## config.mk

```make
export PLATFORM = sky130hd
export DESIGN_NAME = uart_tx_frame
export DESIGN_NICKNAME = d
export VERILOG_FILES = /design/src/rtl/uart_tx_frame.sv
export SDC_FILE = /design/constraint.sdc
export NUM_CORES = 1
export LEC_CHECK = 0
export ABC_AREA = 1
export CAP_MARGIN = 5
export CORE_MARGIN = 4
export CORE_UTILIZATION = 57
export CTS_BUF_LIST = sky130_fd_sc_hd__clkbuf_4
export DETAILED_ROUTE_END_ITERATION = 10
export GPL_ROUTABILITY_DRIVEN = 0
export HOLD_SLACK_MARGIN = 0.06
export PLACE_DENSITY = 0.91
export SYNTH_ARGS = -nofsm -noshare
export SYNTH_HDL_FRONTEND = slang
export SYNTH_SLANG_ARGS = --single-unit
```

## constraint.sdc

```tcl
create_clock -name Clock -period 2.8 [get_ports Clock]
set_input_delay 0.28 -clock Clock [delete_from_list [all_inputs] [get_ports Clock]]
set_output_delay 0.28 -clock Clock [all_outputs]
set_load 0.03 [all_outputs]
```

## src/rtl/uart_tx_frame.sv

```systemverilog
// UART transmit framer: start bit, LSB-first data, optional parity, one or two stop bits,
// with bit boundaries taken from rising edges of BaudOut. Parity support: define UART_TX_PARITY_EN.
module uart_tx_frame #(
    parameter int unsigned DATA_WIDTH = 8
) (
    input  logic                  Clock,
    input  logic                  Reset,
    input  logic                  BaudOut,
    input  logic                  Send,
    input  logic [DATA_WIDTH-1:0] DataIn,
    input  logic [1:0]            ParityType,
    input  logic                  StopBits,
    output logic                  DataOut,
    output logic                  Busy,
    output logic                  Done
);

    localparam int unsigned CNT_W = (DATA_WIDTH > 1) ? $clog2(DATA_WIDTH) : 1;
    localparam logic [CNT_W-1:0] LAST_BIT = CNT_W'(DATA_WIDTH - 1);

    typedef enum logic [2:0] {
        ST_IDLE,
        ST_WAIT,
        ST_START,
        ST_DATA,
        ST_PARITY,
        ST_STOP1,
        ST_STOP2
    } state_t;

    state_t                state_q, state_d;
    logic                  baud_prev_q, baud_prev_d;
    logic [CNT_W-1:0]      bit_cnt_q, bit_cnt_d;
    logic [CNT_W-1:0]      next_cnt;
    logic [DATA_WIDTH-1:0] shadow_data_q, shadow_data_d;
    logic                  shadow_stop_q, shadow_stop_d;
    logic                  data_out_q, data_out_d;
    logic                  busy_q, busy_d;
    logic                  done_q, done_d;
    logic                  tick;

`ifdef UART_TX_PARITY_EN
    logic [1:0]            shadow_ptype_q, shadow_ptype_d;
    logic                  has_parity;
    logic                  parity_bit;

    assign has_parity = (shadow_ptype_q == 2'b01) || (shadow_ptype_q == 2'b10);
    assign parity_bit = (shadow_ptype_q == 2'b01) ? ~(^shadow_data_q) : ^shadow_data_q;
`else
    logic                  unused_parity_type;

    assign unused_parity_type = ^ParityType;
`endif

    assign tick     = BaudOut & ~baud_prev_q;
    assign next_cnt = bit_cnt_q + 1'b1;

    always_comb begin
        state_d       = state_q;
        baud_prev_d   = BaudOut;
        bit_cnt_d     = bit_cnt_q;
        shadow_data_d = shadow_data_q;
        shadow_stop_d = shadow_stop_q;
        data_out_d    = data_out_q;
        busy_d        = busy_q;
        done_d        = 1'b0;
`ifdef UART_TX_PARITY_EN
        shadow_ptype_d = shadow_ptype_q;
`endif

        case (state_q)
            ST_IDLE: begin
                data_out_d = 1'b1;
                busy_d     = 1'b0;
                if (Send) begin
                    shadow_data_d = DataIn;
                    shadow_stop_d = StopBits;
`ifdef UART_TX_PARITY_EN
                    shadow_ptype_d = ParityType;
`endif
                    bit_cnt_d = '0;
                    busy_d    = 1'b1;
                    state_d   = ST_WAIT;
                end
            end
            ST_WAIT: begin
                data_out_d = 1'b1;
                if (tick) begin
                    data_out_d = 1'b0;
                    state_d    = ST_START;
                end
            end
            ST_START: begin
                if (tick) begin
                    bit_cnt_d  = '0;
                    data_out_d = shadow_data_q[0];
                    state_d    = ST_DATA;
                end
            end
            ST_DATA: begin
                if (tick) begin
                    if (bit_cnt_q == LAST_BIT) begin
`ifdef UART_TX_PARITY_EN
                        if (has_parity) begin
                            data_out_d = parity_bit;
                            state_d    = ST_PARITY;
                        end else begin
                            data_out_d = 1'b1;
                            state_d    = ST_STOP1;
                        end
`else
                        data_out_d = 1'b1;
                        state_d    = ST_STOP1;
`endif
                    end else begin
                        bit_cnt_d  = next_cnt;
                        data_out_d = shadow_data_q[next_cnt];
                    end
                end
            end
`ifdef UART_TX_PARITY_EN
            ST_PARITY: begin
                if (tick) begin
                    data_out_d = 1'b1;
                    state_d    = ST_STOP1;
                end
            end
`endif
            ST_STOP1: begin
                if (tick) begin
                    data_out_d = 1'b1;
                    if (shadow_stop_q) begin
                        state_d = ST_STOP2;
                    end else begin
                        busy_d  = 1'b0;
                        done_d  = 1'b1;
                        state_d = ST_IDLE;
                    end
                end
            end
            ST_STOP2: begin
                if (tick) begin
                    data_out_d = 1'b1;
                    busy_d     = 1'b0;
                    done_d     = 1'b1;
                    state_d    = ST_IDLE;
                end
            end
            default: begin
                data_out_d = 1'b1;
                busy_d     = 1'b0;
                state_d    = ST_IDLE;
            end
        endcase
    end

    always_ff @(posedge Clock or posedge Reset) begin
        if (Reset) begin
            state_q       <= ST_IDLE;
            baud_prev_q   <= 1'b0;
            bit_cnt_q     <= '0;
            shadow_data_q <= '0;
            shadow_stop_q <= 1'b0;
            data_out_q    <= 1'b1;
            busy_q        <= 1'b0;
            done_q        <= 1'b0;
`ifdef UART_TX_PARITY_EN
            shadow_ptype_q <= '0;
`endif
        end else begin
            state_q       <= state_d;
            baud_prev_q   <= baud_prev_d;
            bit_cnt_q     <= bit_cnt_d;
            shadow_data_q <= shadow_data_d;
            shadow_stop_q <= shadow_stop_d;
            data_out_q    <= data_out_d;
            busy_q        <= busy_d;
            done_q        <= done_d;
`ifdef UART_TX_PARITY_EN
            shadow_ptype_q <= shadow_ptype_d;
`endif
        end
    end

    assign DataOut = data_out_q;
    assign Busy    = busy_q;
    assign Done    = done_q;

endmodule
```

---- Word-level counts from Yosys, hierarchy flattened ----
Index checks and enable logic that the tools add are counted.
word-level totals
  RAM bits ................................ 0
  latch bits .............................. 0
  word-level logic and storage cells ...... 68
  ROM bits ................................ 0
  input bits .............................. 15
  memories ................................ 0
  bits in registers ....................... 19
  output and inout bits ................... 3
operators by class
  $add $sub $neg .......................... 1
  multiplexer cells ....................... 30
  equality and inequality tests ........... 16
  multipliers ............................. 0
  bitwise operators ....................... 3
  shift operators ......................... 0
  reduce and logical (&&, ||, !) cells .... 9
  $lt $le $gt $ge ......................... 1
  divide/modulo/power cells ............... 0
operator list
  kind                                                                      number
  3-bit 2-to-1 mux                                                          11
  2-bit inequality test (second input constant)                             9
  3-bit one-hot mux with 6 select lines                                     1
  1-bit 2-to-1 mux                                                          13
  3-bit == test (second input constant)                                     3
  3-bit one-hot mux with 3 select lines                                     1
  1-bit one-hot mux with 4 select lines                                     2
  7-bit AND reduction                                                       1
  3-bit by 2-bit == test with 1-bit output (second input constant)          2
  5-bit AND reduction                                                       1
  3-bit by 4-bit < comparator with 1-bit output (second input constant)     1
  4-bit AND reduction                                                       1
  3-bit by 1-bit adder with 3-bit output (second input constant)            1
  1-bit binary-select mux with 3-bit select                                 1
  3-bit by 1-bit == test with 1-bit output (second input constant)          1
  3-bit zero test                                                           1
  3-bit AND reduction                                                       1
  3-bit nonzero test                                                        1
  3-bit OR reduction                                                        1
  2-bit by 1-bit inequality test with 1-bit output (second input constant)  1
  1-bit NOT                                                                 2
  1-bit one-hot mux with 2 select lines                                     1
  2-bit AND reduction                                                       1
  2-bit OR reduction                                                        1
  1-bit AND                                                                 1

---- Depth between registers and ports, before layout ----
  depth in word-level cells ............... 6
  depth in mapped cells ................... 10

---- Worst setup path after synthesis ----
Ideal clock, no wire load.
  kind .................................... reg2reg
  start ................................... reg bit_cnt_q[0]
  end ..................................... reg data_out_q, in the netlist DataOut
  slack ................................... 1.375 ns
  stages on the path, launching flop included .. 9
  buffers on the path ..................... 0
  arrival time ............................ 1.352 ns
  period minus slack after synthesis ...... 1.425 ns
  data required time ...................... 2.727 ns
  cells stage by stage .................... dfrtp_1 ha_1 ha_1 inv_1 nand3_1 nand3_1 nand3_1 nand2_1 a21oi_1
between the ends
  word-level cells in the longest chain between the ends .. 6
ends and longest elaborated chain
  element                                    RTL line  RTL
  from (decl)                                33        logic [CNT_W-1:0] bit_cnt_q, bit_cnt_d;
  from (signal assigned)                     173       bit_cnt_q <= bit_cnt_d;
  3-bit by 1-bit adder with 3-bit output     56        assign next_cnt = bit_cnt_q + 1'b1;
  1-bit binary-select mux with 3-bit select  117       data_out_d = shadow_data_q[next_cnt];
  1-bit 2-to-1 mux (implied by the code)     117
  1-bit 2-to-1 mux *                         102       if (bit_cnt_q == LAST_BIT) begin
  1-bit 2-to-1 mux *                         101       if (tick) begin
  1-bit one-hot mux with 4 select lines *    71        case (state_q)
  to (signal assigned)                       176       data_out_q <= data_out_d;
  to (decl)                                  37        logic data_out_q, data_out_d;
Every way passes the cells marked *; elsewhere a longest branch is shown, timed or not. The select of a mux whose other input is x is not followed.
A chain may end at the register's enable or synchronous reset.

---- Final worst setup path ----
  start ................................... reg data_out_q, in the netlist DataOut
  end ..................................... out DataOut
RTL lines
  element    RTL line  RTL
  to (decl)  13        output logic DataOut,
No word-level cell between the ends.

==> flow_summary.toml <==
[status]
run_status = "completed"

[placed_design]
dpl.hpwl_mm = 1.57
placed_area_um2 = 1180
pre_cts_slack_ns = 1.06
placedCellCount = 152
io_buffers = 15

[clocking]
clockRootBuffer = "clkbuf_4"
cts.sinks = 19
postCtsSetupRepairBufs = 0
htreeDepth = 1
cts_buffers = 3
clkSlewWorstSetupHoldPaths_ns = 0.10
clk_latency_ns = 0.29
cts_resized = 0
cts_hold_buf = 0
tritoncts = "yes"
max-clock-path-buffers = 2

[worst_setup_path]
cp_max_fo = 2
cp_num_buf_inv = 1
worstPathCellList = "clkdlybuf4s50_1"
path_delay_family = "buffers and inverters"
worstPathRequired_ns = 2.52
worstSetupEndpointType = "output pin"
critical_path_class = "flip-flop to output pin"
arrival_ns = 1.49
crit_slowest_cell = "clkdlybuf4s50_1"
slowest_delay_ns = 0.66
cp-start-kind = "flip-flop"

[route]
drt-vias-per-instance = 5.19
first_iter_violations = 27
ant_nets = 0
num_vias = 810
drt-wirelength-per-cell_um = 12.7
route.detailed.drc = 0
drtPass1Iterations = 4
drt_wl_total_mm = 1.98

[floorplan]
die_width_um = 50.0
std_cell_rows = 14
initial_core_util = 0.632
core-area_um2 = 1590
fp.dieH_um = 50.0
die_area_um2 = 2500
ioPinCount = 18

[logic_synthesis]
synth_top_cell_area_share = 0.447
synth_simple_gate_area_frac = 0.272
synth_top_family_by_area = "simple AND/OR/NAND/NOR gates"
yosys.area_share.xor_xnor = 0
synth-edff-count = 0
synth_fp_nets = 131
synth_area_per_cell_um2 = 8.84
synth_flop_cell = "dfrtp_1"
netlist_instances = 114
synth.distinct_cells = 20
seq_area_frac_synth = 0.473
synthAdderAreaFrac = 0.0248
synth-compound-area-share = 0.0621
synth_warnings = 0
synth_top_area_cell = "dfrtp_1"
yosys-top-cells-area = "dfrtp_1, nand2_1, mux2_2, nand3_1, nand2_2"
syn_area_um2 = 1010
yosys-mux-area-fraction = 0.101
ys_ff_latch = 19
async_reset_ff_frac = 1.00

[finish]
final_common_cell = "nand2_1"
layout_common_cells = "nand2_1, dfrtp_1, clkdlybuf4s50_1"
area_growth_pct = 19.5
fin_area_um2 = 1200
final_cells = 156
layout-drive-gt1-share = 0.242
antenna_cells = 0
nets = 150

[power]
ir_worst_vdd_v = 0.000571
powerDensity_nw_per_um2 = 957
leakagePower_nw = 0.579

[job]
max_cap_violations = 0

[global_routing]
grt_pass1_vias = 803
grt_pass1_wl_mm = 3.32
antenna_found_initial = 0
gr-usage-all-layers = 0.177
overflow = 0
grt_max_degree = 20

[sta]
setup_tns_ns = 0
worst_slew_pin_slew_ns = 0.681
rsz0062_at_grt = "false"
timing.final.hold_violations = 0
finalSetupViolations = 0
slew-limit-headroom = 0.546
fin_worst_skew_ns = 0.00262
report.final.slew_viol_count = 0
fin_ws_ns = 1.03
timing.final.crit_share = 0.632
max_freq_mhz = 565
min_period_ns = 1.77

[worst_hold_path]
hold_class = "input pin to async pin"
[per-layer routing]
metal / global-route usage / vias to the layer above / share of wire
met1: 0.193 / 370 / 0.41
met4: 0.0876 / 0 / 0.020
met5: 0 / - / 0
met2: 0.313 / 31 / 0.51
met3: 0.0422 / 6 / 0.060
li1: - / 403 / -
[cell usage after synthesis, types with 2 or more instances]
cell type / count
inv_2: 5
nand3_1: 11
inv_1: 10
nand2_2: 7
ha_1: 2
dfrtp_1: 18
nor2_1: 5
o21ai_2: 2
nor3_2: 2
a21oi_1: 3
o21ai_1: 2
mux2_2: 9
nand2_1: 30
o211ai_1: 2
[metrics by stage]
step / total power [mW] / hold WS [ns] / util
after floorplan: 0.896 / 0.230 / -
after global placement: 0.982 / 0.458 / 0.738
after detailed placement: 1.02 / 0.468 / 0.738
after CTS: 1.16 / 0.402 / 0.755
after global routing: 1.25 / 0.444 / 0.755
final: 1.15 / 0.380 / 0.755
[layout make-up]
type	count	area (µm²)
Sequential cell	19	477
Inverter	15	56.3
Tap cell	24	30.0
Timing Repair Buffer	15	150
Fill cell	106	390
Clock inverter	1	5.00
Multi-Input combinational cell	79	463
Clock buffer	3	22.5
[power by group]
part / leakage [nW] / switching, mW / internal [mW]
logic: 0.327 / 0.302 / 0.235
clock network: 0.0177 / 0.0810 / 0.0531
registers: 0.234 / 0.0957 / 0.386
total: 0.579 / 0.479 / 0.674
[flip-flops by register name, summed over array words and instances (netlist names)]
register	cells
Busy	1
DataOut	1
Done	1
baud_prev_q	1
bit_cnt_q	3
shadow_data_q	8
shadow_stop_q	1
state_q	3
[kinds of logic after synthesis]
kind of cell    Yosys count
simple gates             58
fa+ha+maj                 2
flops                    19
compound gates           10
mux                       9
buf+inv                  16
[worst paths after layout]
path / startpoint / to / cells after the start / slack [ns]
worst max-delay path: DataOut$_DFFE_PP1P_ / DataOut / 1 / 1.03
worst min-delay path: Reset / Busy$_DFFE_PP0P_ / 2 / 0.38
worst max register to register: bit_cnt_q[0]$_DFFE_PP0P_ / DataOut$_DFFE_PP1P_ / 8 / 1.20
worst min register to register: shadow_stop_q$_DFFE_PP0P_ / Done$_DFF_PP0_ / 1 / 0.48
max in group asynchronous: Reset / Done$_DFF_PP0_ / 2 / 1.99
min in group Clock: BaudOut / baud_prev_q$_DFF_PP0_ / 1 / 0.46
(Power assumes the default switching activity.)
